`src/rtl/vga_timing_gen.sv`:
```
// vga_timing_gen: free-running VGA raster timing, divided from the system clock.
// Ports: clk, rst_n (async, active low) in; x, y, active, hsync_n, vsync_n, vga_clk, pix_en, frame_start out.
module vga_timing_gen #(
  parameter int unsigned CLK_DIV  = 2,
  parameter int unsigned H_ACTIVE = 640,
  parameter int unsigned H_FP     = 16,
  parameter int unsigned H_SYNC   = 96,
  parameter int unsigned H_BP     = 48,
  parameter int unsigned V_ACTIVE = 480,
  parameter int unsigned V_FP     = 10,
  parameter int unsigned V_SYNC   = 2,
  parameter int unsigned V_BP     = 33
) (
  input  logic       clk,
  input  logic       rst_n,
  output logic [9:0] x,
  output logic [9:0] y,
  output logic       active,
  output logic       hsync_n,
  output logic       vsync_n,
  output logic       vga_clk,
  output logic       pix_en,
  output logic       frame_start
);

  localparam int unsigned H_TOTAL = H_ACTIVE + H_FP + H_SYNC + H_BP;
  localparam int unsigned V_TOTAL = V_ACTIVE + V_FP + V_SYNC + V_BP;
  localparam int unsigned HS_BEG  = H_ACTIVE + H_FP;
  localparam int unsigned HS_END  = HS_BEG + H_SYNC;
  localparam int unsigned VS_BEG  = V_ACTIVE + V_FP;
  localparam int unsigned VS_END  = VS_BEG + V_SYNC;
  localparam int unsigned DIV_W   = $clog2(CLK_DIV);

  localparam logic [DIV_W-1:0] DIV_LAST = DIV_W'(CLK_DIV - 1);
  localparam logic [DIV_W-1:0] DIV_HALF = DIV_W'(CLK_DIV / 2);
  localparam logic [9:0] X_LAST = 10'(H_TOTAL - 1);
  localparam logic [9:0] Y_LAST = 10'(V_TOTAL - 1);
  localparam logic [9:0] X_ACT  = 10'(H_ACTIVE);
  localparam logic [9:0] Y_ACT  = 10'(V_ACTIVE);
  localparam logic [9:0] X_HSB  = 10'(HS_BEG);
  localparam logic [9:0] X_HSE  = 10'(HS_END);
  localparam logic [9:0] Y_VSB  = 10'(VS_BEG);
  localparam logic [9:0] Y_VSE  = 10'(VS_END);

  logic [DIV_W-1:0] div_q, div_d;
  logic [9:0]       x_q, x_d;
  logic [9:0]       y_q, y_d;
  logic             active_q, active_d;
  logic             hsync_n_q, hsync_n_d;
  logic             vsync_n_q, vsync_n_d;
  logic             vga_clk_q, vga_clk_d;
  logic             pix_en_q, pix_en_d;
  logic             frame_start_q, frame_start_d;
  logic             pix_step;

  always_comb begin
    pix_step = (div_q == DIV_LAST);

    div_d = div_q + DIV_W'(1);
    if (pix_step) begin
      div_d = '0;
    end

    x_d = x_q;
    y_d = y_q;
    if (pix_step) begin
      if (x_q == X_LAST) begin
        x_d = '0;
        y_d = (y_q == Y_LAST) ? '0 : y_q + 10'd1;
      end else begin
        x_d = x_q + 10'd1;
      end
    end

    // Decoded from next-state counters so the registered
    // strobes line up with x/y in the same cycle.
    active_d  = (x_d < X_ACT) && (y_d < Y_ACT);
    hsync_n_d = !((x_d >= X_HSB) && (x_d < X_HSE));
    vsync_n_d = !((y_d >= Y_VSB) && (y_d < Y_VSE));
    vga_clk_d = (div_d >= DIV_HALF);
    pix_en_d  = (div_d == DIV_LAST);
    // Only the first divider phase of pixel (0,0) marks the frame.
    frame_start_d = (div_d == '0) && (x_d == '0) && (y_d == '0);
  end

  always_ff @(posedge clk or negedge rst_n) begin
    if (!rst_n) begin
      div_q         <= '0;
      x_q           <= '0;
      y_q           <= '0;
      active_q      <= 1'b1;
      hsync_n_q     <= 1'b1;
      vsync_n_q     <= 1'b1;
      vga_clk_q     <= 1'b0;
      pix_en_q      <= 1'b0;
      frame_start_q <= 1'b1;
    end else begin
      div_q         <= div_d;
      x_q           <= x_d;
      y_q           <= y_d;
      active_q      <= active_d;
      hsync_n_q     <= hsync_n_d;
      vsync_n_q     <= vsync_n_d;
      vga_clk_q     <= vga_clk_d;
      pix_en_q      <= pix_en_d;
      frame_start_q <= frame_start_d;
    end
  end

  assign x           = x_q;
  assign y           = y_q;
  assign active      = active_q;
  assign hsync_n     = hsync_n_q;
  assign vsync_n     = vsync_n_q;
  assign vga_clk     = vga_clk_q;
  assign pix_en      = pix_en_q;
  assign frame_start = frame_start_q;

endmodule

```
`config.mk`:
```
export PLATFORM = sky130hd
export DESIGN_NAME = vga_timing_gen
export DESIGN_NICKNAME = d
export VERILOG_FILES = /design/src/rtl/vga_timing_gen.sv
export SDC_FILE = /design/constraint.sdc
export NUM_CORES = 1
export LEC_CHECK = 0
export ABC_AREA = 1
export CORE_UTILIZATION = 42
export CTS_CLUSTER_SIZE = 40
export DETAILED_ROUTE_END_ITERATION = 10
export DONT_BUFFER_PORTS = 1
export PLACE_DENSITY = 0.6
export SLEW_MARGIN = 20
export SYNTH_ARGS = -nofsm -noshare
export SYNTH_HDL_FRONTEND = slang
export SYNTH_SLANG_ARGS = --single-unit
```
`constraint.sdc`:
```
create_clock -name clk -period 2.5 [get_ports clk]
set_clock_uncertainty 0.15 [all_clocks]
set_input_delay 0.5 -clock clk [delete_from_list [all_inputs] [get_ports clk]]
set_output_delay 0.5 -clock clk [all_outputs]
set_load 0.1 [all_outputs]
```
# Word-level counts from Yosys, hierarchy flattened
# Index checks and enable logic that the tools add are counted.
# word_totals
word_cells	36
input_bits	2
out_inout_bits	26
regBits	26
# op_classes
mux	6
n_bitwise	1
add_sub_neg	3
reduce_logical	9
n_eq_ne	2
magnitude_cmp	7
# op_table
op	n
$mux 10	5
$add 10x1->10 const B	2
$eq 10x10->1 const B	2
$logic_not 10->1	2
$lt 10x10->1 const B	2
$lt 10x9->1 const B	2
$ge 10x10->1 const B	1
$ge 10x9->1 const B	1
$logic_and 1x1->1	5
$logic_not 1->1	2
$add 1x1->1 const B	1
$ge 1x1->1 const B	1
$mux 1	1
$not 1->1	1

# Longest topological paths before layout
# depth
depth_word	7
mapped_depth	13
depth_no_buf	13

# Least setup slack after synthesis
# OpenSTA, ideal clock, no wires.
# synth_path
path_type	reg-to-reg
from	reg x_q[0], in the netlist x[0]
to	reg frame_start_q, in the netlist frame_start
arrival_ns	2.354
path_stages_with_launch	11
required_time_ns	2.283
setup_slack_ns	-0.071
path_buffers	0
period_less_slack_ns	2.571
setup_ns	0.067
path_cell_list	dfrtp_1 -> ha_1 -> nand2_2 -> nor2_8 -> inv_4 -> nor2_8 -> and2_1 -> nand4_1 -> nand3_1 -> nand3_1 -> nor2_1
# synth_between
elab_chain_cells	6
word_cells_on_any_way	10
classes_between	1 x add/sub; 1 x eq/ne; 4 x mux; 4 x reduce/logical
# synth_lines
item	line_no	text
start, declared	46	logic [9:0] x_q, x_d;
start signal, assigned	89	x_q <= '0;
start signal, assigned	99	x_q <= x_d;
$add 10x1->10 / $eq 10x10->1 (equally long branches)	71, 67	
$mux 10	67	if (x_q == X_LAST) begin
$mux 10	66	if (pix_step) begin
$logic_not 10->1	83	frame_start_d = (div_d == '0) && (x_d == '0) && (y_d == '0);
$logic_and 1x1->1	83	
$logic_and 1x1->1 (*)	83	
named net frame_start_d	53	logic frame_start_q, frame_start_d;
end signal, assigned	106	frame_start_q <= frame_start_d;
end, declared	53	
# Mark *: on every way through the listed nets, which the timed path passes. The rest lies on a longest branch.

# Final worst setup path
# layout_path
from	reg x_q[1], in the netlist x[1]
to	reg active_q, in the netlist active
# layout_between
elab_chain_cells	5
word_cells_on_any_way	9
classes_between	1 x add/sub; 2 x order compare; 1 x eq/ne; 4 x mux; 1 x reduce/logical
# layout_lines
item	line_no	text
$add 10x1->10 / $eq 10x10->1 (equally long branches)	71, 67	
$mux 10 (*)	67	
$mux 10 (*)	66	
named net x_d[9]	46	
$lt 10x10->1 (*)	77	active_d = (x_d < X_ACT) && (y_d < Y_ACT);
$logic_and 1x1->1 (*)	77	
named net active_d	48	logic active_q, active_d;
end signal, assigned	101	active_q <= active_d;
end, declared	48	
# Marks and branches as above.

==> results.yml <==
clock_tree:
  cts_setup_buffers: 0
  cts_resized: 0
  htreeDepth: 1
  clk_latency_ps: 270
  tritoncts: "built"
  cts.sinks: 25
  cts_made_buffers: 3
  cts_buffer_depth: 2
  cts.clk_slew.worst_paths_ps: 90
  root_buffer: "clkbuf_8"
timing:
  timing.final.crit_share_pct: 84.4
  setup_viol: 0
  layout_min_cycle_time_ps: 2110
  tightest_slew_ps: 545
  slew-limit-headroom_pct: 64.0
  hold_viol: 0
  slew_violations: 0
  setup-tns-final_ps: 0
  grt_setup_unrepaired: "no"
  max_freq_mhz: 474
pwr:
  p_leak_uw: 0.00111
  pwr-share-comb_pct: 1.9
  clock_power_share_pct: 36.4
  power.internal_uw: 523
  p_sw_share_pct: 20.3
  power_per_cell_area_mw_per_mm2: 351
  switching_power_uw: 133
  pwr-share-seq_pct: 61.7
  ir_worst_vdd_mv: 0.179
setup_path:
  path_class: "reg2reg"
  crit_path_end_kind: "flop"
  cp-start-kind: "flop"
  r2r_slack_ps: 390
  r2r-start: "x[1]"
  reg2reg_to: "active"
  arrival_ps: 2170
  crit_end: "active"
  cp_max_fo: 4
  required_ps: 2560
  r2r_cells: 10
  cp-startpoint: "x[1]"
detailed_routing:
  via_count: 1487
  drt_first_iter_violations: 90
  drc_errors: 0
  ant_nets: 0
  detail_route.wl_per_cell_um: 12.8
  routed_wl_um: 3820
  dr.pass1.iters: 4
  vias_per_cell: 4.97
floorplan:
  start_util_pct: 45.8
  core-area_mm2: 0.00347
  row_count: 21
  dieHeight_um: 63.5
  die_w_um: 63.5
  dieArea_mm2: 0.00403
  pin_count: 28
yosys:
  syn_avg_cell_area_um2: 6.93
  ys_top_cells_by_area: "dfrtp_1 33%, nand2_1 17%, inv_1 9.2%"
  ys_seq_area_share_pct: 39.7
  yosysWarnings: 0
  synth.most_common_cell: "nand2_1"
  async_reset_ff_share_pct: 100
  synth_edf_count: 0
  yosys.area_share.simple_pct: 41.4
  synth_commonest_cells: "71 x nand2_1, 39 x inv_1, 26 x nand3_1"
  synth_top_area_share_pct: 33.1
  ys.flop_type: "dfrtp_1"
  synth_compound_area_share_pct: 4.49
  syn_area_mm2: 0.00159
  synth_nets: 234
  synth_cell_types: 25
  ys_ff_latch: 25
  synth_top_area_cell: "dfrtp_1"
  synthAdderAreaFrac_pct: 2.36
  synthMuxAreaShare_pct: 0
  synthCells: 229
  synth_top_family_by_area: "simple AND/OR/NAND/NOR gates"
  synth_xor_area_share_pct: 0.552
cells_and_area:
  final_area_mm2: 0.00187
  antennaDiodeCount: 0
  fin_nets: 259
  syn_to_final_growth_pct: 17.7
  drive_above_1_share_pct: 17.8
flow_run:
  maxCapViolations: 0
placement:
  place_area_mm2: 0.00179
  gp_congestion: 0.909
  hpwlAfterDp_um: 3020
  placement.io_buffers: 0
outcome:
  status: "complete, no violations"
global_route:
  grt_max_degree: 26
  grt_pass1_wl_um: 6580
  grt_pass1_vias: 1420
  track_usage_pct: 21.0
  antenna_found_initial: 0
  grt_overflow_total: 0
min_path:
  hold_class: "reg2reg"
[flip-flops by register name, summed over array words and instances, names as in the netlist]
name,count
active,1
frame_start,1
hsync_n,1
pix_en,1
vsync_n,1
x,10
y,10
[area by class of cell]
type,instances,area [um^2]
clock buffer,4,45.0
inverter,40,153
tap,46,57.6
sequential,25,634
fill,354,1600
timing repair buffer,25,203
multi-input combinational,159,776
[critical path: stages, from the launching register on]
cell,delay (ps)
dfrtp_2,370
buf_4,300
nand3_1,180
nor2_1,260
nand3_1,180
o21bai_1,200
nand2_2,100
inv_1,100
nand2_1,80
nand2_1,90
nor2_1,50
[timing repair]
item                       4_1_cts  5_1_grt
hold endpoints to repair        25        0
hold buffers                     2        0
setup endpoints to repair        0        0
[power by group through the flow]
stage / logic [uW] / clock network, uW / registers, uW
final: 12.4 / 239 / 404
after global routing: 14.3 / 262 / 404
after CTS: 13.2 / 244 / 404
after detailed placement: 0.000757 / 0 / 412
after global placement: 0.000757 / 0 / 412
after floorplan: 0.000657 / 0 / 412
[logic make-up after synthesis]
kind of cell    after synthesis
buf+inv                      45
simple gates                142
xor+xnor                      1
compound gates               13
fa+ha+maj                     3
flops                        25
[worst min-delay path by stage]
stage                   to  cells past startpoint  start  slack, ps
global route          x[0]                      2   x[0]        480
CTS                   x[0]                      2   x[0]        450
floorplan           pix_en                      0  rst_n         50
detailed placement    x[8]                      0  rst_n         60
finish                x[0]                      2   x[0]        440
global placement      x[8]                      0  rst_n         60
[through the flow]
step           utilization, %  hold slack [ps]  worst slack [ps]  instances  power [uW]
2_1_floorplan               -             54.4               127        229         412
3_3_place_gp             51.7             55.2               448        293         412
3_5_place_dp             51.7             55.1               426        293         412
4_1_cts                  53.9              451               383        299         662
5_1_grt                  53.9              485               154        299         680
6_report                 53.9              440               391        299         655
[cells in the final DEF, fill, tap and decap left out]
| master | instances |
|---|---|
| xor2_1 | 1 |
| clkbuf_1 | 1 |
| inv_4 | 1 |
| ha_1 | 3 |
| dfstp_2 | 4 |
| and2_1 | 1 |
| nor2_1 | 24 |
| inv_1 | 39 |
| nor2_4 | 1 |
| dfrtp_1 | 18 |
| nor3_1 | 4 |
| nand2_1 | 71 |
| nand2_2 | 3 |
| o21ai_0 | 5 |
| clkbuf_8 | 3 |
| nand3_2 | 2 |
| nor2_2 | 1 |
| o21bai_1 | 2 |
| dlygate4sd3_1 | 1 |
| dfrtp_2 | 3 |
| nand3_1 | 26 |
| buf_4 | 23 |
| a31oi_1 | 1 |
| buf_12 | 1 |
| nand2_4 | 1 |
| nor2_8 | 2 |
| nand4_1 | 6 |
| a21oi_1 | 5 |
[routing by layer]
| layer | track usage, % | vias up | wire length, um |
|---|---|---|---|
| li1 | - | 755 | - |
| met1 | 28.3 | 674 | 1800 |
| met2 | 32.6 | 49 | 1640 |
| met3 | 4.71 | 9 | 307 |
| met4 | 7.95 | 0 | 71 |
| met5 | 0 | - | 0 |
No activity file was read; power rests on OpenSTA's default activity.
